--- config.mk ---
export PLATFORM = sky130hd
export DESIGN_NAME = hazard_scoreboard_flat
export DESIGN_NICKNAME = d
export VERILOG_FILES = /design/src/rtl/hazard_scoreboard_if.sv /design/src/rtl/hazard_scoreboard.sv /design/src/flat_wrapper.sv
export SDC_FILE = /design/constraint.sdc
export NUM_CORES = 1
export LEC_CHECK = 0
export ABC_AREA = 1
export ABC_CLOCK_PERIOD_IN_PS = 1450
export BUFFER_PORTS_ARGS = -buffer_cell sky130_fd_sc_hd__buf_2
export CORE_UTILIZATION = 39
export CTS_BUF_LIST = sky130_fd_sc_hd__clkbuf_16
export CTS_CLUSTER_DIAMETER = 150
export DETAILED_ROUTE_END_ITERATION = 8
export PLACE_DENSITY = 0.8
export SETUP_SLACK_MARGIN = 0.3
export SYNTH_ARGS = -nofsm -noshare
export SYNTH_HDL_FRONTEND = slang
export SYNTH_SLANG_ARGS = --single-unit
--- constraint.sdc ---
create_clock -name clock -period 1.45 [get_ports clock]
set_clock_uncertainty 0.15 [all_clocks]
set_input_delay 0.2175 -clock clock [delete_from_list [all_inputs] [get_ports clock]]
set_output_delay 0.2175 -clock clock [all_outputs]
set_load 0.05 [all_outputs]
--- src/rtl/hazard_scoreboard_if.sv ---
// hazard_scoreboard_if
//   Bundles the decode-side issue information, the register-file and stage
//   result buses, and the bypass/stall outputs of hazard_scoreboard.
//   master : decode/execute pipeline side (drives issue info and data buses)
//   slave  : the scoreboard (drives op1/op2, fwd_sel1/fwd_sel2, stall)
//   SELW = $clog2(DEPTH+1); fwd_sel 0 = register file, k+1 = stage k.
interface hazard_scoreboard_if #(
    parameter int XLEN  = 32,
    parameter int DEPTH = 3
);
    localparam int SELW = $clog2(DEPTH + 1);

    logic                    issue_valid;
    logic [4:0]              issue_rs1;
    logic [4:0]              issue_rs2;
    logic                    issue_use1;
    logic                    issue_use2;
    logic [4:0]              issue_rd;
    logic                    issue_wb;
    logic                    issue_load;
    logic                    flush;
    logic [XLEN-1:0]         rf_data1;
    logic [XLEN-1:0]         rf_data2;
    logic [DEPTH*XLEN-1:0]   stage_data;
    logic [XLEN-1:0]         op1;
    logic [XLEN-1:0]         op2;
    logic [SELW-1:0]         fwd_sel1;
    logic [SELW-1:0]         fwd_sel2;
    logic                    stall;

    modport master (
        output issue_valid, issue_rs1, issue_rs2, issue_use1, issue_use2,
               issue_rd, issue_wb, issue_load, flush,
               rf_data1, rf_data2, stage_data,
        input  op1, op2, fwd_sel1, fwd_sel2, stall
    );

    modport slave (
        input  issue_valid, issue_rs1, issue_rs2, issue_use1, issue_use2,
               issue_rd, issue_wb, issue_load, flush,
               rf_data1, rf_data2, stage_data,
        output op1, op2, fwd_sel1, fwd_sel2, stall
    );
endinterface

--- src/rtl/hazard_scoreboard.sv ---
// hazard_scoreboard
//   Tracks destination tags of the DEPTH instructions past decode, selects
//   each ID source operand from the register file or the youngest matching
//   stage, and raises a load-use stall when the value is not yet available.
// Ports:
//   clock      : single clock, rising edge
//   reset      : synchronous, active-high, clears all state
//   bus        : hazard_scoreboard_if.slave (issue info, rf/stage data in,
//                op1/op2, fwd_sel1/fwd_sel2, stall out)
//   stall_count, fwd_count : 32-bit saturating statistics, present only when
//                the HAZARD_STATS_EN macro is defined
// Parameters: XLEN (datapath width), DEPTH (1..8 tracked stages, 0 = EX),
//   LOAD_READY (0..DEPTH-1, first stage whose stage_data holds load results).
module hazard_scoreboard #(
    parameter int XLEN       = 32,
    parameter int DEPTH      = 3,
    parameter int LOAD_READY = 1
) (
    input  logic                clock,
    input  logic                reset,
    hazard_scoreboard_if.slave  bus
`ifdef HAZARD_STATS_EN
    ,
    output logic [31:0]         stall_count,
    output logic [31:0]         fwd_count
`endif
);
    localparam int SELW = $clog2(DEPTH + 1);

    typedef struct packed {
        logic       v;
        logic [4:0] rd;
        logic       load;
    } entry_t;

    entry_t [DEPTH-1:0] ent_q;
    entry_t [DEPTH-1:0] ent_d;

    logic [SELW-1:0] sel1;
    logic [SELW-1:0] sel2;
    logic [XLEN-1:0] op1;
    logic [XLEN-1:0] op2;
    logic            lu1;
    logic            lu2;
    logic            stall;

    // Operand selection. Walking from the oldest stage to the youngest lets
    // the youngest match overwrite older ones. Matches are suppressed while
    // reset is high so fwd_sel and stall drop in the same cycle.
    always_comb begin
        sel1 = '0;
        sel2 = '0;
        op1  = bus.rf_data1;
        op2  = bus.rf_data2;
        lu1  = 1'b0;
        lu2  = 1'b0;
        for (int unsigned k = DEPTH; k > 0; k--) begin
            if (!reset && bus.issue_use1 && ent_q[k-1].v &&
                bus.issue_rs1 != 5'd0 && ent_q[k-1].rd == bus.issue_rs1) begin
                sel1 = SELW'(k);
                op1  = bus.stage_data[(k-1)*XLEN +: XLEN];
                lu1  = ent_q[k-1].load && ((k - 1) < unsigned'(LOAD_READY));
            end
            if (!reset && bus.issue_use2 && ent_q[k-1].v &&
                bus.issue_rs2 != 5'd0 && ent_q[k-1].rd == bus.issue_rs2) begin
                sel2 = SELW'(k);
                op2  = bus.stage_data[(k-1)*XLEN +: XLEN];
                lu2  = ent_q[k-1].load && ((k - 1) < unsigned'(LOAD_READY));
            end
        end
        stall = bus.issue_valid && !bus.flush && (lu1 || lu2);
    end

    always_comb begin
        bus.op1      = op1;
        bus.op2      = op2;
        bus.fwd_sel1 = sel1;
        bus.fwd_sel2 = sel2;
        bus.stall    = stall;
    end

    // Entry shift: stages never stall. wb and rd!=0 are folded into v, and a
    // stalled or flushed ID instruction enters as a bubble.
    always_comb begin
        ent_d = ent_q;
        for (int unsigned k = 1; k < DEPTH; k++) begin
            ent_d[k] = ent_q[k-1];
        end
        ent_d[0].v    = bus.issue_valid && bus.issue_wb && bus.issue_rd != 5'd0 &&
                        !stall && !bus.flush;
        ent_d[0].rd   = bus.issue_rd;
        ent_d[0].load = bus.issue_load;
    end

    always_ff @(posedge clock) begin
        if (reset) begin
            ent_q <= '0;
        end else begin
            ent_q <= ent_d;
        end
    end

`ifdef HAZARD_STATS_EN
    logic [31:0] stall_count_q;
    logic [31:0] fwd_count_q;
    logic        fwd_event;

    always_comb begin
        fwd_event = bus.issue_valid && !stall && !bus.flush &&
                    (sel1 != '0 || sel2 != '0);
    end

    always_ff @(posedge clock) begin
        if (reset) begin
            stall_count_q <= '0;
            fwd_count_q   <= '0;
        end else begin
            if (stall && stall_count_q != '1) begin
                stall_count_q <= stall_count_q + 32'd1;
            end
            if (fwd_event && fwd_count_q != '1) begin
                fwd_count_q <= fwd_count_q + 32'd1;
            end
        end
    end

    assign stall_count = stall_count_q;
    assign fwd_count   = fwd_count_q;
`endif
endmodule

--- src/flat_wrapper.sv ---
// flat-port wrapper written by rule: the top's interface ports become plain ports
module hazard_scoreboard_flat 
#(
    parameter int XLEN       = 32,
    parameter int DEPTH      = 3,
    parameter int LOAD_READY = 1
)
  (clock, reset, bus_issue_valid, bus_issue_rs1, bus_issue_rs2, bus_issue_use1, bus_issue_use2, bus_issue_rd, bus_issue_wb, bus_issue_load, bus_flush, bus_rf_data1, bus_rf_data2, bus_stage_data, bus_op1, bus_op2, bus_fwd_sel1, bus_fwd_sel2, bus_stall);
  hazard_scoreboard_if #(.XLEN(XLEN), .DEPTH(DEPTH)) bus_i ();
  input  logic clock;
  input  logic reset;
  input wire logic [$bits(bus_i.issue_valid)-1:0] bus_issue_valid;
  input wire logic [$bits(bus_i.issue_rs1)-1:0] bus_issue_rs1;
  input wire logic [$bits(bus_i.issue_rs2)-1:0] bus_issue_rs2;
  input wire logic [$bits(bus_i.issue_use1)-1:0] bus_issue_use1;
  input wire logic [$bits(bus_i.issue_use2)-1:0] bus_issue_use2;
  input wire logic [$bits(bus_i.issue_rd)-1:0] bus_issue_rd;
  input wire logic [$bits(bus_i.issue_wb)-1:0] bus_issue_wb;
  input wire logic [$bits(bus_i.issue_load)-1:0] bus_issue_load;
  input wire logic [$bits(bus_i.flush)-1:0] bus_flush;
  input wire logic [$bits(bus_i.rf_data1)-1:0] bus_rf_data1;
  input wire logic [$bits(bus_i.rf_data2)-1:0] bus_rf_data2;
  input wire logic [$bits(bus_i.stage_data)-1:0] bus_stage_data;
  output wire logic [$bits(bus_i.op1)-1:0] bus_op1;
  output wire logic [$bits(bus_i.op2)-1:0] bus_op2;
  output wire logic [$bits(bus_i.fwd_sel1)-1:0] bus_fwd_sel1;
  output wire logic [$bits(bus_i.fwd_sel2)-1:0] bus_fwd_sel2;
  output wire logic [$bits(bus_i.stall)-1:0] bus_stall;
  assign bus_i.issue_valid = bus_issue_valid;
  assign bus_i.issue_rs1 = bus_issue_rs1;
  assign bus_i.issue_rs2 = bus_issue_rs2;
  assign bus_i.issue_use1 = bus_issue_use1;
  assign bus_i.issue_use2 = bus_issue_use2;
  assign bus_i.issue_rd = bus_issue_rd;
  assign bus_i.issue_wb = bus_issue_wb;
  assign bus_i.issue_load = bus_issue_load;
  assign bus_i.flush = bus_flush;
  assign bus_i.rf_data1 = bus_rf_data1;
  assign bus_i.rf_data2 = bus_rf_data2;
  assign bus_i.stage_data = bus_stage_data;
  assign bus_op1 = bus_i.op1;
  assign bus_op2 = bus_i.op2;
  assign bus_fwd_sel1 = bus_i.fwd_sel1;
  assign bus_fwd_sel2 = bus_i.fwd_sel2;
  assign bus_stall = bus_i.stall;
  hazard_scoreboard #(.XLEN(XLEN), .DEPTH(DEPTH), .LOAD_READY(LOAD_READY)) u_core (.clock(clock), .reset(reset), .bus(bus_i));
endmodule
==> results of run 1 <==
## timing repair
| item | in CTS |
|---|---|
| gates cloned | 8 |
| endpoints found under the setup margin | 70 |
| resized for setup | 246 |
| buffers inserted | 15 |
| pin swaps | 22 |
## routing by layer
layer  GRT usage, %  GRT overflow
met1           71.5             0
met2           89.3             0
met3           57.5             0
met4           63.9             2
met5           14.4             0
## per-stage QoR
stage	std cells	hold slack, ps	worst slack [ps]
2_1_floorplan	775	174	-388
3_3_place_gp	1154	267	-644
3_5_place_dp	1154	272	-667
4_1_cts	1181	22.8	-802
## Yosys cell counts
library cell / n / area [µm²]
sky130_fd_sc_hd__nor2_2: 3 / 18.8
sky130_fd_sc_hd__and3_1: 1 / 6.26
sky130_fd_sc_hd__inv_2: 5 / 18.8
sky130_fd_sc_hd__a21oi_1: 4 / 20.0
sky130_fd_sc_hd__nand3_1: 132 / 661
sky130_fd_sc_hd__buf_2: 14 / 70.1
sky130_fd_sc_hd__nor2_4: 2 / 22.5
sky130_fd_sc_hd__dfxtp_1: 19 / 380
sky130_fd_sc_hd__xnor2_1: 11 / 96.3
sky130_fd_sc_hd__buf_4: 13 / 97.6
sky130_fd_sc_hd__buf_6: 19 / 214
sky130_fd_sc_hd__clkinv_4: 1 / 8.76
sky130_fd_sc_hd__nand4_1: 5 / 31.3
sky130_fd_sc_hd__o2111ai_1: 1 / 8.76
sky130_fd_sc_hd__nor2_1: 231 / 867
sky130_fd_sc_hd__nand2_1: 258 / 968
sky130_fd_sc_hd__nand2_2: 3 / 18.8
sky130_fd_sc_hd__xor2_1: 7 / 61.3
sky130_fd_sc_hd__a21boi_0: 1 / 7.51
sky130_fd_sc_hd__inv_1: 39 / 146
sky130_fd_sc_hd__o21ai_0: 2 / 10.0
sky130_fd_sc_hd__clkbuf_1: 4 / 15.0
## cell families after synthesis
family	share of synthesized area, %
AND/OR/NAND/NOR	69.2
buffers and inverters	15.2
flip-flops	10.1
XOR/XNOR	4.21
AO/OA/AOI/OAI	1.24
==> out/qor.yml, run 1 <==
outcome: "did not finish"
last_flow_stage_reached: "global routing"
tool.error: "[ERROR GRT-0232] Routing congestion too high. Check the congestion heatmap in the GUI."
grt_max_degree: 42
final_wtd_congestion: 0.880
die_h_um: 100
std_cell_rows: 35
timing.grt.repair.worst_endpoint: "bus_op1[7]"
synth.net_count: 958
cell_area_after_synthesis_um2: 3750
number_of_buffers_inserted_during_clock_tree_synthesis: 3
synthCells: 775
ys_types: 22
syn_avg_cell_area_um2: 4.84
grt_antenna_before_repair: 7
yosysSeqAreaShare_pct: 10.1
dpl-instance-area_um2: 5940
cts-htree-levels: 1
timing.repair.worst_endpoint_type: "primary output"
post_cts_hold_buffer_count: 0
gr-usage-all-layers_pct: 70.8
grt_overflow_total: 2
dp_wirelength_um: 11600
clock_sinks: 19
yosysWarningCount: 0
port_buffers: 251
die_w_um: 100
flop_and_latch_count_out_of_synthesis: 19
num_io_pins: 252
starting_density_of_the_core_pct: 40.4
clock_tree.root_cell: "sky130_fd_sc_hd__clkbuf_16"
cts-root-to-sink-buffers: 2
==> run 2, diff against run 1 <==
==> config.mk (replaced) <==
export PLATFORM = sky130hd
export DESIGN_NAME = hazard_scoreboard_flat
export DESIGN_NICKNAME = d
export VERILOG_FILES = /design/src/rtl/hazard_scoreboard_if.sv /design/src/rtl/hazard_scoreboard.sv /design/src/flat_wrapper.sv
export SDC_FILE = /design/constraint.sdc
export NUM_CORES = 1
export LEC_CHECK = 0
export ABC_AREA = 1
export ABC_CLOCK_PERIOD_IN_PS = 1890
export BUFFER_PORTS_ARGS = -buffer_cell sky130_fd_sc_hd__buf_2
export CORE_UTILIZATION = 40
export DETAILED_ROUTE_END_ITERATION = 8
export PLACE_DENSITY_LB_ADDON = 0.15
export SYNTH_ARGS = -nofsm -noshare
export SYNTH_HDL_FRONTEND = slang
export SYNTH_SLANG_ARGS = --single-unit
==> constraint.sdc (replaced) <==
create_clock -name clock -period 1.89 [get_ports clock]
set_clock_uncertainty 0.15 [all_clocks]
set_input_delay 0.2835 -clock clock [delete_from_list [all_inputs] [get_ports clock]]
set_output_delay 0.2835 -clock clock [all_outputs]
set_load 0.05 [all_outputs]
==> run 2 against run 1 <==
Compared with the run above:
- the flow now finishes, with violations (negative setup slack)
- synthesized area unchanged
- synthesized cell count unchanged
==> out/qor.yml, run 2 <==
setup_violations: 69
syn_avg_cell_area_um2: 4.84
commonest_non_fill_non_tap_cell_in_the_layout: "sky130_fd_sc_hd__nand2_1"
layout-drive-gt1-share_pct: 57.2
grt_overflow_total: 0
antenna-diode-count: 0
slowest_stage: "sky130_fd_sc_hd__dfxtp_2"
min_from: "bus_issue_load"
relSlewSlack_pct: 84.6
min_path_type: "in2reg"
worst_ir_drop_vdd_uv: 381
setup.worst_path.start_class: "flip-flop"
worstSetupEndpointType: "primary output"
yosys.cell_count.top_type: "sky130_fd_sc_hd__nand2_1"
detailroute.via_count: 6380
die_area_um2: 9760
slew_violations: 0
synth.net_count: 958
ys_top_cells_by_area: "sky130_fd_sc_hd__nand2_1 26%, sky130_fd_sc_hd__nor2_1 23%, sky130_fd_sc_hd__nand3_1 18%"
grt_max_degree: 42
dp_wirelength_um: 11600
cp.required_ps: 1460
vias_in_the_first_global_route: 5757
synth_ff_type: "sky130_fd_sc_hd__dfxtp_1"
final.min_clock_period_ps: 2490
crit-reg2reg-launch: "u_core.ent_d[13]$_SDFF_PP0_"
ys_types: 22
max_freq_mhz: 402
yosysSeqAreaShare_pct: 10.1
starting_density_of_the_core_pct: 42.2
rsz_0062_raised_after_global_routing: "yes"
failed_checks: "negative setup slack"
synth_largest_area_cell: "sky130_fd_sc_hd__nand2_1"
cts-htree-levels: 1
flop_and_latch_count_out_of_synthesis: 19
critical_path_peak_fanout: 10
grt_pass1_wl_um: 26900
syn2layout_area_growth_pct: 104
slowest_delay_ps: 390
cell_area_after_synthesis_um2: 3750
placeable_core_region_um2: 8890
hold-worst-slack_ps: 77.9
grt_antenna_before_repair: 0
wl_per_cell_um: 16.8
drt_drc_violations_left: 0
clock_tree.root_cell: "sky130_fd_sc_hd__clkbuf_8"
drt-total-wl_um: 19500
first_pass_iters: 5
std_cell_rows: 34
final-hold-violation-count: 0
detail-route-antenna-nets: 0
crit_path_cell_trace: "buf_6 > xnor2_4 > nand2_2 > nor2_4 > nand2_4 > clkbuf_16 > nand3_1 > nand2_1 > nor2_2 > nor2_4 > buf_6"
multi_input_area_um2: 4050
placedCellCount: 1127
synth_commonest_cells: "258 x sky130_fd_sc_hd__nand2_1, 231 x sky130_fd_sc_hd__nor2_1, 132 x sky130_fd_sc_hd__nand3_1, 39 x sky130_fd_sc_hd__inv_1"
setup_slack_ps: -598
n_fill_cell: 543
async_flop_share_pct: 0
worstPathArrival_ps: 2050
clock_latency_of_the_later_clocked_register_in_the_worst_skew_pair_ps: 260
largest_register_ffs: 13
static-leakage-power_nw: 4.18
powerDensity_nw_per_um2: 246
dp_slack_ps: -333
layout.area.seq_um2: 404
initialDrtViolationCount: 358
worstSetupStartpoint: "u_core.ent_d[16]$_SDFF_PP0_"
final_wtd_congestion: 0.902
number_of_buffers_inserted_during_clock_tree_synthesis: 3
final_net_count: 1235
post_cts_hold_buffer_count: 0
die_w_um: 98.8
synthCells: 775
port_buffers: 251
final_cells: 1159
worst-slew-pin-transition_ps: 230
layout_common_cells: "196 x sky130_fd_sc_hd__nand2_1, 182 x sky130_fd_sc_hd__buf_2, 98 x sky130_fd_sc_hd__nand3_1, 96 x sky130_fd_sc_hd__nor2_1, 84 x sky130_fd_sc_hd__nor2_4"
min_period_over_period_pct: 132
cts-root-to-sink-buffers: 2
outcome: "complete, but fails checks"
yosysWarningCount: 0
cts_tree: "built"
area_fraction_of_the_dominant_cell_type_after_synthesis_pct: 25.8
clkTransAtPathRegs_ps: 80
finalPower_w: 0.00189
clock_sinks: 19
num_io_pins: 252
synth_edf_count: 0
die_h_um: 98.8
fin_util_pct: 86.1
start_to_end_type_of_the_worst_setup_path: "reg2out"
gr-usage-all-layers_pct: 33.7
maxCapViolations: 0
post_drt_via_cell_ratio: 5.50
-- run 2: cell counts after synthesis --
Identical to the previous run, type by type.
-- run 2: logic make-up after synthesis --
| kind of cell | count (synthesis) | synth area share, % |
|---|---|---|
| AOI/OAI and AO/OA | 8 | 1.24 |
| xor gates and xnor gates | 18 | 4.21 |
| buffers and inverters | 95 | 15.2 |
| DFF | 19 | 10.1 |
| and+or+nand+nor | 635 | 69.2 |
-- run 2: worst paths after layout --
check | end | slack [ps] | depth (start not counted)
max | bus_op1[31] | -600 | 11
min | u_core.ent_d[7]$_SDFF_PP0_ | 80 | 3
max reg2reg | u_core.ent_d[13]$_SDFF_PP0_ | 350 | 8
min reg2reg | u_core.ent_d[13]$_SDFF_PP0_ | 300 | 1
-- run 2: area by class of cell --
class	instances	area share (%)
Sequential cell	19	5.28
Clock inverter	1	0.0981
Multi-Input combinational cell	662	53.0
Inverter	45	2.60
Clock buffer	3	0.539
Timing Repair Buffer	321	36.8
Tap cell	108	1.77
-- run 2: what timing repair did --
action	in CTS	in global routing
buffers inserted	6	6
endpoints found under the setup margin	69	69
resized for setup	236	130
pin swaps	20	40
gates cloned	7	12
-- run 2: critical path, delay by kind of cell (launching register included) --
kind | cells | cell delay, ps
and+or+nand+nor | 7 | 790
xor gates and xnor gates | 1 | 110
DFF | 1 | 390
buffers and inverters | 3 | 490
-- run 2: through the flow --
stage               area (µm²)  TNS, ps
global placement          5900   -19120
finish                    7650   -32770
floorplan                 4470     -992
CTS                       6950   -30560
global route              7650   -38440
detailed placement        5900   -19050
-- run 2: metal layers --
layer	track usage (%)	wire length, µm	up-vias
li1	-	-	2957
met1	39.8	7060	2900
met3	6.67	1870	96
met2	59.8	9610	427
met5	0	0	-
met4	13.2	910	0
-- run 2: power breakdown --
group	total (W)	switching, W	internal (W)	leakage (nW)
Sequential	0.000432	0.0000160	0.000416	0.162
Clock	0.000289	0.000141	0.000148	0.0217
Combinational	0.00117	0.000686	0.000479	4.00
Total	0.00189	0.000843	0.00104	4.18
(Power assumes the default switching activity.)
